==> src/rtl/stream_switch_pkg.sv <==
// stream_switch_pkg: shared FSM state type and select-width helper for the stream path switch
package stream_switch_pkg;

    typedef enum logic [1:0] {
        IDLE,
        ACTIVE,
        DRAIN
    } state_t;

    function automatic int sel_width(input int num_eng);
        return (num_eng < 1) ? 1 : $clog2(num_eng + 1);
    endfunction

endpackage

==> src/rtl/stream_skid_buffer.sv <==
// stream_skid_buffer: 2-entry skid buffer with registered input ready, carrying sop/eop with the data
module stream_skid_buffer #(
    parameter int DATA_W = 32
) (
    input  logic              clk,
    input  logic              rst,
    input  logic [DATA_W-1:0] in_data,
    input  logic              in_valid,
    input  logic              in_sop,
    input  logic              in_eop,
    output logic              in_ready,
    output logic [DATA_W-1:0] out_data,
    output logic              out_valid,
    output logic              out_sop,
    output logic              out_eop,
    input  logic              out_ready
);

    logic [DATA_W+1:0] out_q;
    logic [DATA_W+1:0] skid_q;
    logic              skid_valid;

    // Ready depends only on skid occupancy, so src_ready never reaches the upstream ready path
    assign in_ready = !skid_valid;
    assign {out_sop, out_eop, out_data} = out_q;

    // Refill the output stage from the skid entry first, otherwise park a stalled beat in the skid entry
    always_ff @(posedge clk) begin
        if (rst) begin
            out_valid  <= 1'b0;
            skid_valid <= 1'b0;
        end else if (!out_valid || out_ready) begin
            out_valid  <= skid_valid || in_valid;
            out_q      <= skid_valid ? skid_q : {in_sop, in_eop, in_data};
            skid_valid <= 1'b0;
        end else if (in_valid && in_ready) begin
            skid_q     <= {in_sop, in_eop, in_data};
            skid_valid <= 1'b1;
        end
    end

endmodule

==> src/rtl/stream_path_switch.sv <==
// stream_path_switch: routes whole packets through bypass or one of NUM_ENG engines into a skid-buffered source
module stream_path_switch
    import stream_switch_pkg::*;
#(
    parameter int  DATA_W  = 32,
    parameter int  NUM_ENG = 2,
    parameter int  CNT_W   = 16,
    localparam int SEL_W   = sel_width(NUM_ENG)
) (
    input  logic                      clk,
    input  logic                      rst,
    input  logic [SEL_W-1:0]          path_sel,
    input  logic [DATA_W-1:0]         snk_data,
    input  logic                      snk_valid,
    input  logic                      snk_sop,
    input  logic                      snk_eop,
    output logic                      snk_ready,
    output logic [DATA_W-1:0]         src_data,
    output logic                      src_valid,
    output logic                      src_sop,
    output logic                      src_eop,
    input  logic                      src_ready,
    output logic [DATA_W-1:0]         eng_tx_data,
    output logic                      eng_tx_sop,
    output logic                      eng_tx_eop,
    output logic [NUM_ENG-1:0]        eng_tx_valid,
    input  logic [NUM_ENG-1:0]        eng_tx_ready,
    input  logic [NUM_ENG*DATA_W-1:0] eng_rx_data,
    input  logic [NUM_ENG-1:0]        eng_rx_valid,
    input  logic [NUM_ENG-1:0]        eng_rx_sop,
    input  logic [NUM_ENG-1:0]        eng_rx_eop,
    output logic [NUM_ENG-1:0]        eng_rx_ready,
    output logic [SEL_W-1:0]          active_path,
    output logic                      busy,
    output logic                      sel_err,
    output logic [CNT_W-1:0]          pkt_count,
    output logic [CNT_W-1:0]          drop_count
);

    state_t            state;
    state_t            state_nx;
    logic              sel_bad;
    logic [SEL_W-1:0]  sel_ok;
    logic [SEL_W-1:0]  route;
    logic              fwd;
    logic              path_ready;
    logic              snk_fire;
    logic              src_fire;
    logic [DATA_W-1:0] sl_in_data;
    logic              sl_in_valid;
    logic              sl_in_sop;
    logic              sl_in_eop;
    logic              sl_in_ready;

    // In IDLE the beat travels on the freshly loaded select; afterwards the locked path holds
    assign sel_bad = path_sel > SEL_W'(NUM_ENG);
    assign sel_ok  = sel_bad ? '0 : path_sel;
    assign route   = (state == IDLE) ? sel_ok : active_path;

    assign fwd       = !rst && snk_valid && (state == ACTIVE || (state == IDLE && snk_sop));
    assign snk_ready = (state == DRAIN) ? 1'b0 : (state == IDLE && !snk_sop) ? 1'b1 : path_ready;
    assign snk_fire  = snk_valid && snk_ready;
    assign src_fire  = src_valid && src_ready;
    assign busy      = state != IDLE;

    assign eng_tx_data = snk_data;
    assign eng_tx_sop  = snk_sop;
    assign eng_tx_eop  = snk_eop;

    // Steer the sink to bypass or engine k, and connect only the matching return lane to the output slice
    always_comb begin
        path_ready   = sl_in_ready;
        eng_tx_valid = '0;
        eng_rx_ready = '0;
        sl_in_valid  = fwd;
        sl_in_data   = snk_data;
        sl_in_sop    = snk_sop;
        sl_in_eop    = snk_eop;
        for (int i = 0; i < NUM_ENG; i++) begin
            if (route == SEL_W'(i + 1)) begin
                path_ready      = eng_tx_ready[i];
                eng_tx_valid[i] = fwd;
                eng_rx_ready[i] = sl_in_ready;
                sl_in_valid     = eng_rx_valid[i];
                sl_in_data      = eng_rx_data[i*DATA_W +: DATA_W];
                sl_in_sop       = eng_rx_sop[i];
                sl_in_eop       = eng_rx_eop[i];
            end
        end
    end

    // Packet FSM: open on sop, close on sink eop, release once the packet's eop leaves the source port
    always_comb begin
        state_nx = (state == IDLE && snk_fire && snk_sop) ? (snk_eop ? DRAIN : ACTIVE)
                 : (state == ACTIVE && snk_fire && snk_eop) ? DRAIN
                 : (state == DRAIN && src_fire && src_eop) ? IDLE
                 : state;
    end

    // State, path lock, sticky select error and status counters
    always_ff @(posedge clk) begin
        if (rst) begin
            state       <= IDLE;
            active_path <= '0;
            sel_err     <= 1'b0;
            pkt_count   <= '0;
            drop_count  <= '0;
        end else begin
            state <= state_nx;
            if (state == IDLE)
                active_path <= sel_ok;
            if (state == IDLE && sel_bad)
                sel_err <= 1'b1;
            if (state == DRAIN && src_fire && src_eop)
                pkt_count <= pkt_count + CNT_W'(1);
            if (state == IDLE && snk_fire && !snk_sop && drop_count != '1)
                drop_count <= drop_count + CNT_W'(1);
        end
    end

    stream_skid_buffer #(
        .DATA_W (DATA_W)
    ) u_out_slice (
        .clk       (clk),
        .rst       (rst),
        .in_data   (sl_in_data),
        .in_valid  (sl_in_valid),
        .in_sop    (sl_in_sop),
        .in_eop    (sl_in_eop),
        .in_ready  (sl_in_ready),
        .out_data  (src_data),
        .out_valid (src_valid),
        .out_sop   (src_sop),
        .out_eop   (src_eop),
        .out_ready (src_ready)
    );

endmodule

==> config.mk <==
export PLATFORM = sky130hd
export DESIGN_NAME = stream_path_switch
export DESIGN_NICKNAME = d
export VERILOG_FILES = /design/src/rtl/stream_switch_pkg.sv /design/src/rtl/stream_skid_buffer.sv /design/src/rtl/stream_path_switch.sv
export SDC_FILE = /design/constraint.sdc
export NUM_CORES = 1
export LEC_CHECK = 0
export CORE_AREA = 2 2 101 142
export DETAILED_ROUTE_END_ITERATION = 6
export DIE_AREA = 0 0 103 144
export PLACE_DENSITY = 0.76
export SLEW_MARGIN = 10
export SYNTH_ARGS = -nofsm -noshare
export SYNTH_HDL_FRONTEND = slang
export SYNTH_SLANG_ARGS = --single-unit
==> constraint.sdc <==
create_clock -name clk -period 5.3 [get_ports clk]
set_input_delay 0.53 -clock clk [delete_from_list [all_inputs] [get_ports clk]]
set_output_delay 0.53 -clock clk [all_outputs]
set_load 0.02 [all_outputs]
[Word level (Yosys, flattened, before mapping)]
Index checks and enable logic that the tools add are counted.
Storage, ports and cells
  bits in registers: 107
  input bits: 112
  logic and storage cells: 71
Cells by class
  reduce and logical (&&, ||, !) cells: 29
  order comparisons: 1
  muxes and demuxes: 23
  add/sub/neg operators: 2
  equality and inequality tests: 5
  bitwise logic cells: 2
Operators by type and width (number)
  32-bit 2-to-1 mux: 2
  34-bit 2-to-1 mux: 1
  16-bit by 1-bit adder with 16-bit output, second input constant: 2
  1-bit logical AND: 16
  16-bit inequality test, second input constant: 1
  1-bit 2-to-1 mux: 14
  2-bit 2-to-1 mux: 6
  2-bit by 1-bit == test with 1-bit output, second input constant: 2
  2-bit == test, second input constant: 2
  1-bit zero test: 4
  1-bit logical OR: 3
  3-bit AND reduction: 1
  3-bit nonzero test: 1
  2-bit > comparator, second input constant: 1
  2-bit zero test: 1
  1-bit NOT: 2
  2-bit AND reduction: 1
  2-bit nonzero test: 1
  2-bit OR reduction: 1

[Logic depth before layout (Yosys ltp)]
Gate-level depths: netlist (run 1).
  depth in word-level cells: 13
  depth in mapped cells: 8
  mapped depth without buffers: 6

[Modules after synthesis]
Synthesis (run 1) repeated with hierarchy kept, for this count alone.
Second synthesis, totals
  cell total of the unflattened synthesis: 442
  area, all modules: 5295.1 um2
By module, submodules not included
  stream_skid_buffer: area each 2691.3 um2, times used 1, cells each 115
  stream_path_switch: area each 2603.7 um2, times used 1, cells each 327

[Least setup slack after synthesis (run 1)]
No wires, ideal clock.
  path kind: input -> register
  from: input path_sel[1]
  to: register u_out_slice.skid_q[0], enable pin
  required time: 4.790 ns
  data arrival time: 4.525 ns
  buffers on the path: 1
  setup time: 0.510 ns
  stages on the path: 5
  slack: 0.265 ns
  cells stage by stage: nor2b_1 > o2bb2ai_1 > clkbuf_1 > a222oi_1 > nor4_1
On the way
  longest elaborated chain between the ends: 8
  elaborated cells between the ends (all ways): 9
RTL lines
  start: declaration: RTL line stream_path_switch.sv:12  | input logic [SEL_W-1:0] path_sel,
  2-bit > comparator: RTL line stream_path_switch.sv:56  | assign sel_bad = path_sel > SEL_W'(NUM_ENG);
  2-bit 2-to-1 mux *: RTL line stream_path_switch.sv:57  | assign sel_ok = sel_bad ? '0 : path_sel;
  2-bit 2-to-1 mux *
  2-bit by 1-bit == test with 1-bit output: RTL line stream_path_switch.sv:80  | if (route == SEL_W'(i + 1)) begin
  1-bit 2-to-1 mux: RTL line stream_path_switch.sv:80
  1-bit 2-to-1 mux *: RTL line stream_path_switch.sv:80
  1-bit logical AND *: RTL line stream_skid_buffer.sv:36  | end else if (in_valid && in_ready) begin
  3-bit AND reduction (no source line) *
  end signal: assignment: RTL line stream_skid_buffer.sv:37  | skid_q <= {in_sop, in_eop, in_data};
  end: declaration: RTL line stream_skid_buffer.sv:20  | logic [DATA_W+1:0] skid_q;
Mark *: on every way between the ends. The rest lies on a longest branch, timed or not.
A chain may end at the register's enable or synchronous reset.

[Final worst setup path (run 1)]
  from: input path_sel[0]
  to: output snk_ready
On the way
  longest elaborated chain between the ends: 8
  elaborated cells between the ends (all ways): 9
RTL lines
  2-bit > comparator: RTL line stream_path_switch.sv:56
  2-bit 2-to-1 mux *: RTL line stream_path_switch.sv:57
  2-bit 2-to-1 mux *
  2-bit by 1-bit == test with 1-bit output: RTL line stream_path_switch.sv:80
  1-bit 2-to-1 mux: RTL line stream_path_switch.sv:80
  1-bit 2-to-1 mux *: RTL line stream_path_switch.sv:80
  1-bit 2-to-1 mux * (2 in series): RTL line stream_path_switch.sv:61  | assign snk_ready = (state == DRAIN) ? 1'b0 : (state == IDLE && !snk_sop) ? 1'b1 : path_ready;
  end: declaration: RTL line stream_path_switch.sv:17  | output logic snk_ready,
Marks and branches as above.

==> flow_summary_export.csv, run 1 <==
group,metric,value,unit
status,status,"finished clean",
floorplanning,fp.dieArea,14830,um2
worst_setup_path,cp_max_fo,36,
logic_synthesis,synth_compound_area_share,8.587,%
timing,slew_headroom,32.09,%
cts,post_cts_buffers,0,
logic_synthesis,synth_top_family_by_area,"simple AND/OR/NAND/NOR gates",
cts,cts_resized,0,
timing,finalHoldViolations,0,
routing,vias,4265,
routing,drtAntennaViolNets,0,
timing,finalSetupTns,0,ns
power,p_clk_share,33.9,%
power,pwr-share-seq,44.8,%
timing,finalMaxSlewViolations,0,
floorplanning,placementRows,51,
logic_synthesis,synth_xor_xnor_area_share,4.064,%
cts,cts_buffers,9,
logic_synthesis,synthMostInstantiatedCell,"nand2_1",
timing,setup_viol,0,
logic_synthesis,ys_seq_area_share,54.57,%
logic_synthesis,ys.flop_type,"edfxtp_1",
final_layout,n_antenna_cell,0,
logic_synthesis,ys_top_cells_by_count,"nand2_1 (81), edfxtp_1 (68), dfxtp_1 (39)",
routing,routed_wl,14620,um
timing,post-route-period-util,69.74,%
logic_synthesis,synth_warnings,0,
cts,cts.sinks,107,
routing,viasPerCell,5.018,
routing,drtIter0Drc,143,
power,p_int,1.607,mW
floorplanning,chipHeight,144,um
logic_synthesis,synth_edf_count,68,
global_route,grt_first_pass_wirelength,21720,um
routing,post_drt_wl_per_cell,17.20,um
cts,clkLatencyLatePin,0.34,ns
routing,drt-pass1-iter-count,4,
min_path,hold_class,"flop to flop",
cts,htreeDepth,3,
worst_setup_path,arrival,3.17,ns
final_layout,area_growth,48.52,%
final_layout,drive_above_1_share,9.474,%
power,swShare,25.61,%
cts,clock-root-buffer,"clkbuf_16",
logic_synthesis,synth_top_area_cell,"edfxtp_1",
logic_synthesis,ys_types,41,
floorplanning,die_x,103,um
place,gp_congestion,0.7161,
final_layout,fillerInstances,1224,
global_route,grt_overflow_total,0,
power,p_leak,2.674,nW
timing,rsz0062_at_grt,"false",
logic_synthesis,synth-simple-area-share,16.81,%
worst_setup_path,cp-end-kind,"output pin",
final_layout,multi_input_area,2016,um2
global_route,antenna_found_initial,0,
place,placement.io_buffers,221,
logic_synthesis,synth_mux_area_share,7.862,%
logic_synthesis,ys_ff_latch,107,
cts,path_clk_slew,0.07,ns
logic_synthesis,synth_area,5172,um2
global_route,grt_pass1_vias,4375,
final_layout,final_cells,850,
run,cap_violations,0,
power,peakVddDrop,0.1647,mV
logic_synthesis,synth_fp_nets,595,
cts,clk_path_buf_depth,2,
power,powerDensity,281.2,nW/um2
floorplanning,core_area,13660,um2
logic_synthesis,synth_area_leaders,"edfxtp_1 (39%), dfxtp_1 (15%), mux2_2 (7.4%)",
timing,fmax,0.2706,GHz
timing,period_needed,3.696,ns
logic_synthesis,synth_fa_ha_area_share,0.4838,%
power,power.switching,0.5532,mW
timing,skew,0.008491,ns
cts,cts_tree,"yes",
place,dp.final_hpwl,10720,um
logic_synthesis,synthArstFlopShare,0,%
logic_synthesis,synth.top_cell.area_share,39.48,%
worst_setup_path,critPathRequiredTime,4.77,ns
logic_synthesis,syn_avg_cell_area,10.75,um2
routing,drc_errors,0,
worst_setup_path,path_class,"input pin to output pin",
worst_setup_path,critPathLaunchType,"input pin",
logic_synthesis,syn_inst,481,
floorplanning,ioPinCount,222,
timing,worst_slew_pin_slew,1.017,ns
final_layout,nets,774,
global_route,track_usage,19.02,%
floorplanning,start_util,37.88,%
place,placed_cells,834,
power,pwr-share-comb,21.3,%
global_route,grt_max_degree,42,
cts,holdBufCountCts,0,
final_layout,regArea,2824,um2
==> per-stage QoR <==
step                util [%]  setup slack [ns]  hold slack (ns)  instance area [um2]  total power, mW
finish                 56.26             1.604           0.4804                 7682            2.160
global route           56.26             1.429           0.5318                 7682            2.249
CTS                    56.26             1.577           0.4868                 7682            2.183
detailed placement     53.83             1.586           0.4716                 7351            1.450
global placement       53.83             1.652           0.4724                 7351            1.435
floorplan                  -            0.2649           0.5232                 5172            1.224
==> critical path, cell delays in order <==
cell	delay (ns)
clkdlybuf4s50_1	0.54
xor2_1	0.24
mux2i_4	0.09
buf_4	0.28
a222oi_1	0.59
nor2_1	0.11
a21oi_1	0.14
clkdlybuf4s50_1	0.65
==> placed cells by master (no fill, tap or decap), types with 3 or more instances in the layout <==
cell type        netlist  routed
buf_4                 35       5
o21ai_0               10      10
clkbuf_16              0       9
nor2b_1                6       5
nor4b_1                3       3
nand4_1                6       6
nor2_1                31      31
nand3_1               10      10
nor3b_1                3       3
nand2_1               81      81
dfxtp_1               39      38
or3_1                  8       8
a22oi_1               35      35
edfxtp_1              68      68
xor2_1                 4       4
inv_1                  8       8
xnor2_1               20      20
nor3_1                12      12
mux2_2                34      34
nor4_1                 6       5
a21oi_1               14      14
clkdlybuf4s50_1        0     221
==> final timing paths <==
kind / cells past startpoint / endpoint / start / slack [ns]
setup / recovery: 8 / snk_ready / path_sel[0] / 1.60
hold / removal: 2 / sel_err$_SDFFE_PP0P_ / sel_err$_SDFFE_PP0P_ / 0.48
setup reg to reg: 5 / u_out_slice.skid_q[28]$_DFFE_PP_ / state[0]$_SDFFE_PP0P_ / 2.20
hold reg to reg: 2 / sel_err$_SDFFE_PP0P_ / sel_err$_SDFFE_PP0P_ / 0.48
==> power groups by stage <==
stage	Clock (mW)	Combinational, mW	Sequential, mW
floorplan	0	0.198	1.03
global placement	0	0.451	0.985
detailed placement	0	0.463	0.987
CTS	0.750	0.466	0.968
global route	0.784	0.494	0.971
finish	0.732	0.461	0.967
==> cells by family after synthesis <==
group	after synthesis
simple gates	180
flops	107
compound gates	66
buf+inv	66
mux	36
xor+xnor	24
fa+ha+maj	2
==> metal layers <==
layer	GRT usage, %	wire length (um)
met5	0	0
met4	6.579	283
met3	4.978	1106
met2	36.64	7896
met1	19.22	5335
==> registers in the layout (all words and copies together), names as in the netlist <==
signal,cells
u_out_slice.out_q,34
active_path,2
u_out_slice.out_valid,1
u_out_slice.skid_valid,1
pkt_count,16
drop_count,16
sel_err,1
u_out_slice.skid_q,34
state,2
==> layout make-up <==
| cell class | count | area share, % |
|---|---|---|
| Sequential cell | 107 | 36.76 |
| Timing Repair Buffer | 226 | 29.28 |
| Multi-Input combinational cell | 308 | 26.24 |
| Tap cell | 185 | 3.013 |
| Clock buffer | 9 | 2.932 |
| Clock inverter | 7 | 1.384 |
| Inverter | 8 | 0.3909 |
Note: power is estimated with default switching activity, not from simulation.
==> run 2, diff against run 1 <==
==> constraint.sdc (replaced) <==
create_clock -name clk -period 3 [get_ports clk]
set_input_delay 0.3 -clock clk [delete_from_list [all_inputs] [get_ports clk]]
set_output_delay 0.3 -clock clk [all_outputs]
set_load 0.02 [all_outputs]
==> run 2 against run 1 <==
  * Core utilization up 0.33 points
  * First-iteration DRC count down 18%
  * Count of clock-buffer cells in the layout up 1
  * Critical path type unchanged
  * Total power up 73%
  * Largest cell class unchanged
  * Sequential cell count unchanged
  * Setup slack worse by 1.4 ns
  * Via count up 0.35%
  * Critical path depth unchanged
  * Cell count up 0.71%
  * Critical endpoint unchanged
==> flow_summary_export.csv, run 2 (same netlist as run 1, synthesis figures left out) <==
group,metric,value,unit
status,status,"finished clean",
cts,htreeDepth,3,
worst_setup_path,crit_family,"buffers and inverters",
worst_setup_path,crit_buf_inv,3,
floorplanning,placementRows,51,
power,peakVddDrop,0.3076,mV
final_layout,area_growth,49.40,%
routing,post_drt_wl_per_cell,17.07,um
cts,holdBufCountCts,0,
final_layout,fillerInstances,1204,
floorplanning,core_area,13660,um2
timing,finalHoldViolations,0,
worst_setup_path,cp_cell_sequence,"clkdlybuf4s50_1 > xor2_2 > mux2i_4 > a222oi_1 > buf_4 > nor2_1 > a21oi_1 > clkdlybuf4s50_1",
cts,clk_path_buf_depth,2,
final_layout,layout_common_cells,"clkdlybuf4s50_1 (221), nand2_1 (81), edfxtp_1 (68)",
power,p_leak,2.686,nW
routing,drc_errors,0,
power,power.switching,0.9824,mW
min_path,hold_class,"flop to flop",
final_layout,regArea,2826,um2
routing,viasPerCell,5.000,
final_layout,final_common_cell,"clkdlybuf4s50_1",
routing,drt-pass1-iter-count,6,
final_layout,nets,780,
place,gp_congestion,0.7507,
worst_setup_path,critPathLaunchType,"input pin",
cts,clkLatencyLatePin,0.35,ns
final_layout,final_cells,856,
final_layout,top_regs,"u_out_slice.out_q (34), u_out_slice.skid_q (34)",
power,p_int,2.757,mW
global_route,grt_max_degree,42,
cts,cts_buffers,9,
routing,drtIter0Drc,117,
worst_setup_path,cp_max_fo,4,
worst_setup_path,path_class,"input pin to output pin",
timing,worst_slew_pin_slew,0.6572,ns
power,powerDensity,483.9,nW/um2
worst_setup_path,arrival,2.54,ns
cts,clock-root-buffer,"clkbuf_16",
cts,path_clk_slew,0.07,ns
power,p_clk_share,32.2,%
final_layout,drive_above_1_share,10.58,%
floorplanning,chipHeight,144,um
timing,finalSetupTns,0,ns
timing,post-route-period-util,94.71,%
place,dp.final_hpwl,10800,um
global_route,antenna_found_initial,0,
power,pwr-share-comb,22.2,%
floorplanning,die_x,103,um
global_route,grt_overflow_total,0,
cts,cts_tree,"yes",
timing,fmax,0.3519,GHz
cts,cts.sinks,107,
timing,period_needed,2.841,ns
final_layout,n_antenna_cell,0,
floorplanning,fp.dieArea,14830,um2
routing,routed_wl,14610,um
place,placement.io_buffers,221,
worst_setup_path,cp-end-kind,"output pin",
global_route,track_usage,19.12,%
global_route,grt_first_pass_wirelength,21720,um
floorplanning,ioPinCount,222,
power,swShare,26.27,%
worst_setup_path,cp_common_cell,"clkdlybuf4s50_1",
worst_setup_path,critPathRequiredTime,2.70,ns
timing,rsz0062_at_grt,"false",
worst_setup_path,max_stage_delay,0.64,ns
timing,setup_viol,0,
worst_setup_path,crit_slowest_cell,"clkdlybuf4s50_1",
routing,vias,4280,
run,cap_violations,0,
power,pwr-share-seq,45.6,%
timing,finalMaxSlewViolations,0,
final_layout,multi_input_area,2032,um2
global_route,grt_pass1_vias,4410,
floorplanning,start_util,37.88,%
timing,slew_headroom,55.78,%
routing,drtAntennaViolNets,0,
place,placed_cells,840,
timing,skew,0.009173,ns
## run 2: layout make-up
cell class                      count  area share, %
Clock buffer                       10          2.963
Multi-Input combinational cell    308          26.30
Sequential cell                   107          36.58
Inverter                            8         0.3886
Clock inverter                      6         0.9229
Tap cell                          185          2.995
Timing Repair Buffer              232          29.86
## run 2: metal layers
layer | global-route usage, % | part of all wire (%) | vias up
li1 | - | - | 2072
met1 | 20.08 | 37 | 2034
met2 | 36.50 | 54 | 158
met3 | 4.398 | 7.1 | 16
met4 | 6.440 | 1.7 | 0
met5 | 0 | 0 | -
## run 2: path summary, 6_finish.rpt
check,startpoint,to,slack [ns],depth (start not counted)
hold reg to reg,sel_err$_SDFFE_PP0P_,sel_err$_SDFFE_PP0P_,0.50,2
hold / removal,sel_err$_SDFFE_PP0P_,sel_err$_SDFFE_PP0P_,0.50,2
setup reg to reg,state[1]$_SDFFE_PP0P_,u_out_slice.skid_q[17]$_DFFE_PP_,0.56,6
setup / recovery,path_sel[1],snk_ready,0.16,8
## run 2: timing repair
item                                    in CTS  in global routing
gates resized for setup                      0                  5
buffers inserted                             0                  0
endpoints found under the setup margin       0                  1
## run 2: worst min-delay path: cells and delay by family (launching register included)
family          cells  cell delay [ns]
compound gates      1             0.05
flops               1             0.34
simple gates        1             0.08
## run 2: power groups by stage
stage          Sequential (mW)  Combinational [mW]  Clock (mW)
3_5_place_dp              1.74               0.834           0
3_3_place_gp              1.74               0.811           0
6_report                  1.70               0.831        1.20
2_1_floorplan             1.81               0.353           0
4_1_cts                   1.71               0.839        1.23
5_1_grt                   1.71               0.893        1.28
## run 2: per-stage QoR
stage	hold WS [ns]	total power, mW	setup slack (ns)	cell area [um2]	utilization, %
after floorplan	0.4572	2.164	0.1497	5187	-
after global placement	0.4778	2.546	0.1771	7417	54.32
after detailed placement	0.4944	2.573	0.08676	7417	54.32
after CTS	0.5083	3.772	0.02385	7717	56.51
after global routing	0.5286	3.889	0.01277	7727	56.59
final	0.4972	3.739	0.1587	7727	56.59
